==> src/rtl/mult_div_ctrl.sv <==
// Iterative 32-bit unsigned multiply/divide sequencer.
// One shift-add or shift-subtract step per cycle on an external shared adder.
module mult_div_ctrl (
   input  logic        clk,
   input  logic        rst,
   input  logic        start,
   input  logic        op,
   input  logic [31:0] rs_val,
   input  logic [31:0] rt_val,
   output logic        busy,
   output logic        done,
   output logic [31:0] hi,
   output logic [31:0] lo,
   output logic        div_by_zero,
   output logic [31:0] add_a,
   output logic [31:0] add_b,
   output logic        add_ao,
   input  logic [31:0] add_result,
   input  logic        add_carry
);

   typedef enum logic [1:0] {
      IDLE,
      MUL,
      DIV,
      DONE
   } state_t;

   state_t      state;
   state_t      state_nx;
   logic [31:0] opnd;
   logic [31:0] opnd_nx;
   logic [31:0] hi_nx;
   logic [31:0] lo_nx;
   logic [4:0]  cnt;
   logic [4:0]  cnt_nx;
   logic        dbz_nx;
   logic [31:0] r_sh;
   logic        qbit;

   always_ff @(posedge clk) begin
      if (rst) begin
         state       <= IDLE;
         hi          <= '0;
         lo          <= '0;
         opnd        <= '0;
         cnt         <= '0;
         div_by_zero <= 1'b0;
      end else begin
         state       <= state_nx;
         hi          <= hi_nx;
         lo          <= lo_nx;
         opnd        <= opnd_nx;
         cnt         <= cnt_nx;
         div_by_zero <= dbz_nx;
      end
   end

   always_comb begin
      state_nx = state;
      hi_nx    = hi;
      lo_nx    = lo;
      opnd_nx  = opnd;
      cnt_nx   = cnt;
      dbz_nx   = div_by_zero;
      add_a    = '0;
      add_b    = '0;
      add_ao   = 1'b0;
      busy     = 1'b0;
      done     = 1'b0;
      r_sh     = {hi[30:0], lo[31]};
      qbit     = 1'b0;
      unique case (state)
         IDLE: begin
            if (start) begin
               dbz_nx = 1'b0;
               cnt_nx = '0;
               hi_nx  = '0;
               if (!op) begin
                  lo_nx    = rt_val;
                  opnd_nx  = rs_val;
                  state_nx = MUL;
               end else if (rt_val == 32'd0) begin
                  // divide-by-zero completes without iterating
                  hi_nx    = rs_val;
                  lo_nx    = '1;
                  opnd_nx  = rt_val;
                  dbz_nx   = 1'b1;
                  state_nx = DONE;
               end else begin
                  lo_nx    = rs_val;
                  opnd_nx  = rt_val;
                  state_nx = DIV;
               end
            end
         end
         MUL: begin
            busy   = 1'b1;
            add_a  = hi;
            add_b  = lo[0] ? opnd : 32'd0;
            hi_nx  = {add_carry, add_result[31:1]};
            lo_nx  = {add_result[0], lo[31:1]};
            cnt_nx = cnt + 5'd1;
            if (cnt == 5'd31)
               state_nx = DONE;
         end
         DIV: begin
            busy   = 1'b1;
            add_a  = r_sh;
            add_b  = opnd;
            add_ao = 1'b1;
            // shifted-out msb means remainder already exceeds divisor
            qbit   = hi[31] | add_carry;
            hi_nx  = qbit ? add_result : r_sh;
            lo_nx  = {lo[30:0], qbit};
            cnt_nx = cnt + 5'd1;
            if (cnt == 5'd31)
               state_nx = DONE;
         end
         DONE: begin
            done     = 1'b1;
            state_nx = IDLE;
         end
         default: state_nx = IDLE;
      endcase
   end

endmodule

==> config.mk <==
export PLATFORM = sky130hd
export DESIGN_NAME = mult_div_ctrl
export DESIGN_NICKNAME = d
export VERILOG_FILES = /design/src/rtl/mult_div_ctrl.sv
export SDC_FILE = /design/constraint.sdc
export NUM_CORES = 1
export LEC_CHECK = 0
export ABC_CLOCK_PERIOD_IN_PS = 1800
export CELL_PAD_IN_SITES_DETAIL_PLACEMENT = 1
export CELL_PAD_IN_SITES_GLOBAL_PLACEMENT = 1
export CORE_ASPECT_RATIO = 1.75
export CORE_MARGIN = 4
export CORE_UTILIZATION = 42
export DETAILED_ROUTE_END_ITERATION = 6
export DONT_BUFFER_PORTS = 1
export PLACE_DENSITY_LB_ADDON = 0.1
export SLEW_MARGIN = 20
export SYNTH_ARGS = -nofsm -noshare
export SYNTH_HDL_FRONTEND = slang
export SYNTH_SLANG_ARGS = --single-unit
==> constraint.sdc <==
create_clock -name clk -period 1.8 [get_ports clk]
set_input_delay 0.27 -clock clk [delete_from_list [all_inputs] [get_ports clk]]
set_output_delay 0.27 -clock clk [all_outputs]
set_load 0.05 [all_outputs]
==> results of run 1 <==
## power groups by stage
stage                     Clock, mW  Sequential [mW]  Combinational (mW)
after floorplan                   0             6.55                5.95
after global placement            0             4.28                10.9
after detailed placement          0             4.32                11.2
after CTS                      1.97             4.34                13.4
after global routing           2.08             4.68                16.9
final                          1.98             4.56                16.3
## flip-flops by register name (all words and copies together) (netlist names)
| signal | cells |
|---|---|
| hi | 32 |
| opnd | 32 |
| state | 2 |
| div_by_zero | 1 |
| lo | 32 |
| cnt | 5 |
## cells in the mapped netlist, types with 2 or more instances
library cell,count
dfxtp_1,104
a21oi_1,70
nor2_1,68
a211oi_1,66
nor2b_1,66
a22oi_1,65
clkbuf_1,44
and2_1,35
o21ai_0,35
mux2i_1,34
nand4_1,33
nor3_1,33
mux2_2,31
a211oi_2,30
a221oi_1,27
buf_2,24
buf_4,17
buf_6,9
nand2_1,8
nor4_1,8
ha_1,6
a221oi_2,5
buf_1,5
inv_1,5
nand2b_1,4
a32oi_1,2
and4_1,2
nand3_1,2
## metrics by stage
step	power, mW	cells
finish	22.88	1181
detailed placement	15.56	1108
global route	23.65	1181
floorplan	12.50	847
CTS	19.75	1144
global placement	15.20	1108
## final timing paths
path	from	to	slack (ps)
max	state[1]	hi[20]	-350
min reg2reg	opnd[22]	opnd[22]	500
min	rst	lo[15]	30
max reg2reg	state[1]	hi[20]	-350
## layout make-up
class | instances | area [um^2]
clock inverters | 5 | 38.79
clock buffers | 10 | 239.0
inverters | 5 | 21.27
fillers | 1725 | 5509
repair buffers | 194 | 2759
flip-flops and latches | 104 | 2087
multi-input cells | 639 | 5589
well taps | 224 | 280.3
## cells in the final DEF (no fill, tap or decap), types with 30 or more instances in the layout
master and count:
and2_4 33, a22oi_1 44, buf_4 87, a211oi_2 55, mux2i_1 33, a21oi_1 48
buf_12 57, mux2_2 30, nor2b_1 32, dfxtp_1 102, nor2_1 68, nor2b_4 34
a221oi_2 31, a211oi_1 33, nand4_1 33
## worst reg2reg max path, delay by kind of cell (launching register included)
family          cells  cell delay [ps]
compound gates      1              270
buf+inv             5              700
simple gates        2              440
flops               1              390
fa+ha+maj           1              250
## metal layers
layer  part of all wire [%]  track usage [%]  vias to the layer above
met1                     32            35.91                     4057
met2                     52            55.52                      539
li1                       -                -                     3420
met3                    8.7            8.004                      189
met5                      0                0                        -
met4                    7.3            14.78                        0
## timing repair
| item | in CTS | in global routing |
|---|---|---|
| hold endpoints to repair | 25 | 0 |
| setup endpoints to repair | 82 | 135 |
| hold buffers | 4 | 0 |
| pin swaps | 27 | 61 |
| gates cloned | 9 | 21 |
| buffers inserted | 8 | 16 |
| gates resized for setup | 109 | 137 |
## cells by family after synthesis
family | count (synthesis) | share of synthesized area, %
AO/OA/AOI/OAI | 304 | 31.82
flip-flops | 104 | 29.38
adder cells (fa/ha/maj) | 6 | 1.059
AND/OR/NAND/NOR | 263 | 20.01
multiplexers | 66 | 9.942
buffers and inverters | 104 | 7.788
==> impl_results.md, run 1 <==
* Worst-path clk slew at ~80 ps
* Final core occ at between 60% and 70%
* Switching pwr at ~12 mW
* Design area at around 11000 um^2
* Clk pwr share at about 8.7%
* Status: finished, violations left
* DP Wirelength at just over 20000 um
* Syn_nets at roughly 950
* Sequential share of the synthesized area at 29.38%
* Nets at around 1100
* Clk sinks at roughly 100
* Layout cells sized above 1 at 50.37%
* Vias in the first global route at just over 8000
* Flop pwr share at approximately a fifth
* Peak supply drop at 1115 uV
* Largest net degree at the start of global routing at 70
* CTS Buffer Depth at 2
* Final Max Slew Viols at 0
* Pre-CTS WS at -81.89 ps
* Max FO, Critical Path at 6
* Synth top area share at between 20% and 30%
* Die width at between 100 and 150 um
* Hold Slack at between 30 and 40 ps
* IO buf count at 0
* Initial drt markers at approximately 480
* Number of flops mapped to enable cells by yosys at 0
* Drt wl/cell at ~32 um
* Routability cong. at between 0.9 and 1
* CP bufs+invs at 5
* Clock root buffer: clkbuf_16
* DR vias at about 8200
* DRC violations left at 0
* Worst hold path class: input port to flip-flop
* Asr flop ratio synth at 0%
* CP max stage cell: dfxtp_2
* Fmax at 465.8 MHz
* Gr ovfl total at 0
* Max stage delay on crit path at 390 ps
* Post-layout worst setup margin at -346.7 ps
* Mean Syn Cell Area at roughly 8.4 um^2
* GRT Total Usage at between 30% and 40%
* Levels on crit path at 9
* H-tree Lvls at 3
* CP startpoint kind: flip-flop
* Total CTS buffers at 9
* Comb power frac at 71.4%
* Max-Cap Viols at 0
* Global-route wire length before repair at just under 50000 um
* Main synth FF type: dfxtp_1
* Initial Utilization at between 40 and 50%
* Cell-internal power at about 11 mW
* Setup TNS at -29010 ps
* Netlist cell types at 37
* Die Height at between 150 and 200 um
* Period minus WS final at roughly 2100 ps
* CTS tree: yes
* Req. time, crit path at approximately 2000 ps
* Endpoint type of the worst setup path: flip-flop
* Failing checks: negative setup slack
* Vias per cell at approximately 7
* Ys Warns at 0
* Unrepaired setup endpoints after global routing: yes
* Worst slew pin tran at about 1000 ps
* Final period util at 119.3%
* Register bit count reported by yosys at 104
* Syn Std Cell Area at approximately 7000 um^2
* WP data arrival at 2410 ps
* Antenna cells at 0
* Final setup violation count at 132
* PwrDens at about 2100 nW/um^2
* Area contributors post-synth: dfxtp_1, a211oi_1, a22oi_1
* Num rows at just over 60
* Post-Syn Instances at about 850
* Leakage power at just under 4 nW
* Antenna violations before repair at 0
* Crit-path cells: inv_2 > ha_4 > buf_4 > buf_12 > buf_4 > nor2b_4 > buf_6 > nand4_1 > a21oi_1
* Core area at roughly 17000 um^2
* Antenna viol nets, final at 0
* IO Pins at roughly 230
* Switching Fraction at around half
* Cell taking the most area after synthesis: dfxtp_1
* Final Skew at ~11 ps
* Full die area at about 19000 um^2
* Area growth from synthesis to layout at 55.45%
* Worst-Skew Late Latency at around 360 ps
* Post-DP Area at a little under 9000 um^2
* Hold depth at 1
* Cell family with most CP delay: buffers and inverters
* Post-Route WL at roughly 38000 um
* Final hold vios at 0
* DRT Pass-1 Iters at 5
* Slew headroom at 31.59%
* R2r worst-path depth at 9
* CP most frequent cell: buf_4
* WS Path Type: flip-flop to flip-flop
Power figures use the tool's default switching activity.
==> inputs of run 2 (changes only) <==
CORE_UTILIZATION = 40   (was 42)
==> impl_results.md, run 2 (synthesis gave the netlist of run 1 again) <==
* Status: finished, violations left
* Failing checks: negative setup slack
* Final Skew at about 10 ps
* Hold Slack at about 21 ps
* Post-Route WL at approximately 37000 um
* Routability cong. at ~0.95
* Initial Utilization at between 40% and 50%
* Final hold vios at 0
* Slew headroom at 61.84%
* WP data arrival at 1780 ps
* Final core occ at approximately 65%
* Max-Cap Viols at 0
* Placed Instances at between 1000 and 1500
* Worst slew pin tran at around 570 ps
* Layout cells sized above 1 at between 50% and 60%
* Final setup violation count at 128
* Leakage power at around 4 nW
* PwrDens at between 2000 and 2500 nW/um^2
* Register-to-Register Setup Slack at -250 ps
* Worst-path clk slew at about 80 ps
* DP Wirelength at 20750 um
* IO buf count at 0
* RR Startpoint: state[0]
* Clk sinks at around 100
* Area growth from synthesis to layout at 58.98%
* Die Height at 184.1 um
* CP startpoint: state[0]
* Full die area at roughly 20000 um^2
* Gr ovfl total at 0
* Worst hold path class: input port to flip-flop
* Drt wl/cell at roughly 31 um
* CP startpoint kind: flip-flop
* Die width at between 100 and 150 um
* Worst-Skew Late Latency at about 360 ps
* Nets at approximately 1100
* Num rows at 64
* Total CTS buffers at 9
* IO Pins at between 200 and 250
* Global-route wire length before repair at approximately 46000 um
* Clock root buffer: clkbuf_16
* Peak supply drop at 1326 uV
* H-tree Lvls at 3
* Req. time, crit path at between 1500 and 2000 ps
* Post-layout worst setup margin at -249.2 ps
* Setup TNS at -20410 ps
* Most frequent cells in the layout: dfxtp_1, buf_4, nor2_1
* Vias per cell at between 6 and 7
* Endpoint type of the worst setup path: output port
* DR vias at 8036
* WS Path Type: flip-flop to output port
* Period minus WS final at 2049 ps
* Unrepaired setup endpoints after global routing: yes
* GRT Total Usage at between 20% and 30%
* Fmax at slightly below 500 MHz
* Antenna violations before repair at 0
* Max FO, Critical Path at 8
* Vias in the first global route at approximately 8000
* Commonest non-fill, non-tap cell in the layout: dfxtp_1
* Final Max Slew Viols at 0
* Initial drt markers at about 420
* Largest net degree at the start of global routing at 70
* Antenna cells at 0
* CTS Buffer Depth at 2
* Filler cells at ~1800
* Antenna viol nets, final at 0
* Core area at around 17000 um^2
* Min-delay src: rst
* Final period util at 113.8%
* Non-filler instance count after layout at around 1200
* Top Registers: hi x32, lo x32, opnd x32
* DRC violations left at 0
* CTS tree: yes
* Total power at about 23 mW
* DRT Pass-1 Iters at 5
==> run 2: per-stage QoR <==
step	worst slack [ps]	instance area, um^2
after floorplan	-103.3	7497
after global placement	-117.9	8880
after detailed placement	-145.1	8880
after CTS	-228.4	9764
after global routing	-310.1	11260
final	-249.2	11260
==> run 2: worst paths after layout <==
path                                  to  depth (start not counted)
worst min-delay path               lo[1]                          1
worst max-delay path            add_a[1]                          6
worst max register to register     lo[4]                         10
worst min register to register    cnt[0]                          2
==> run 2: repair_timing <==
action / in CTS / in global routing
pin swaps: 14 / 81
cloned: 6 / 24
hold buffers: 2 / 0
endpoints found under the setup margin: 78 / 130
gates resized for setup: 68 / 173
setup buffers: 7 / 14
hold endpoints to repair: 30 / 0
==> run 2: where the power goes <==
part	leakage, nW	internal [mW]	switching [mW]
combinational	2.93	7.12	9.73
sequential	0.858	3.26	1.23
clock	0.139	1.12	0.979
total	3.93	11.5	11.9
==> run 2: layout make-up <==
class	count	area (um^2)	share of cell area (%)
multi-input cells	639	5857	51.99
repair buffers	194	2710	24.06
flip-flops and latches	104	2087	18.53
well taps	231	289.0	2.566
clock buffers	12	246.5	2.188
clock inverters	4	53.80	0.4776
inverters	5	21.27	0.1888
==> run 2: worst max-delay path, cell delays in order (launching register included) <==
cell	delay, ps
dfxtp_4	400
inv_4	60
ha_4	300
buf_8	160
clkbuf_16	180
nor2b_4	170
buf_12	140
==> run 2: routing by layer <==
layer	wire, um	part of all wire (%)	up-vias	GRT usage, %
met5	0	0	-	0
met4	2563	6.9	0	12.79
met3	3099	8.4	162	7.487
met2	19180	52	464	51.15
met1	12260	33	4001	32.97
li1	-	-	3409	-
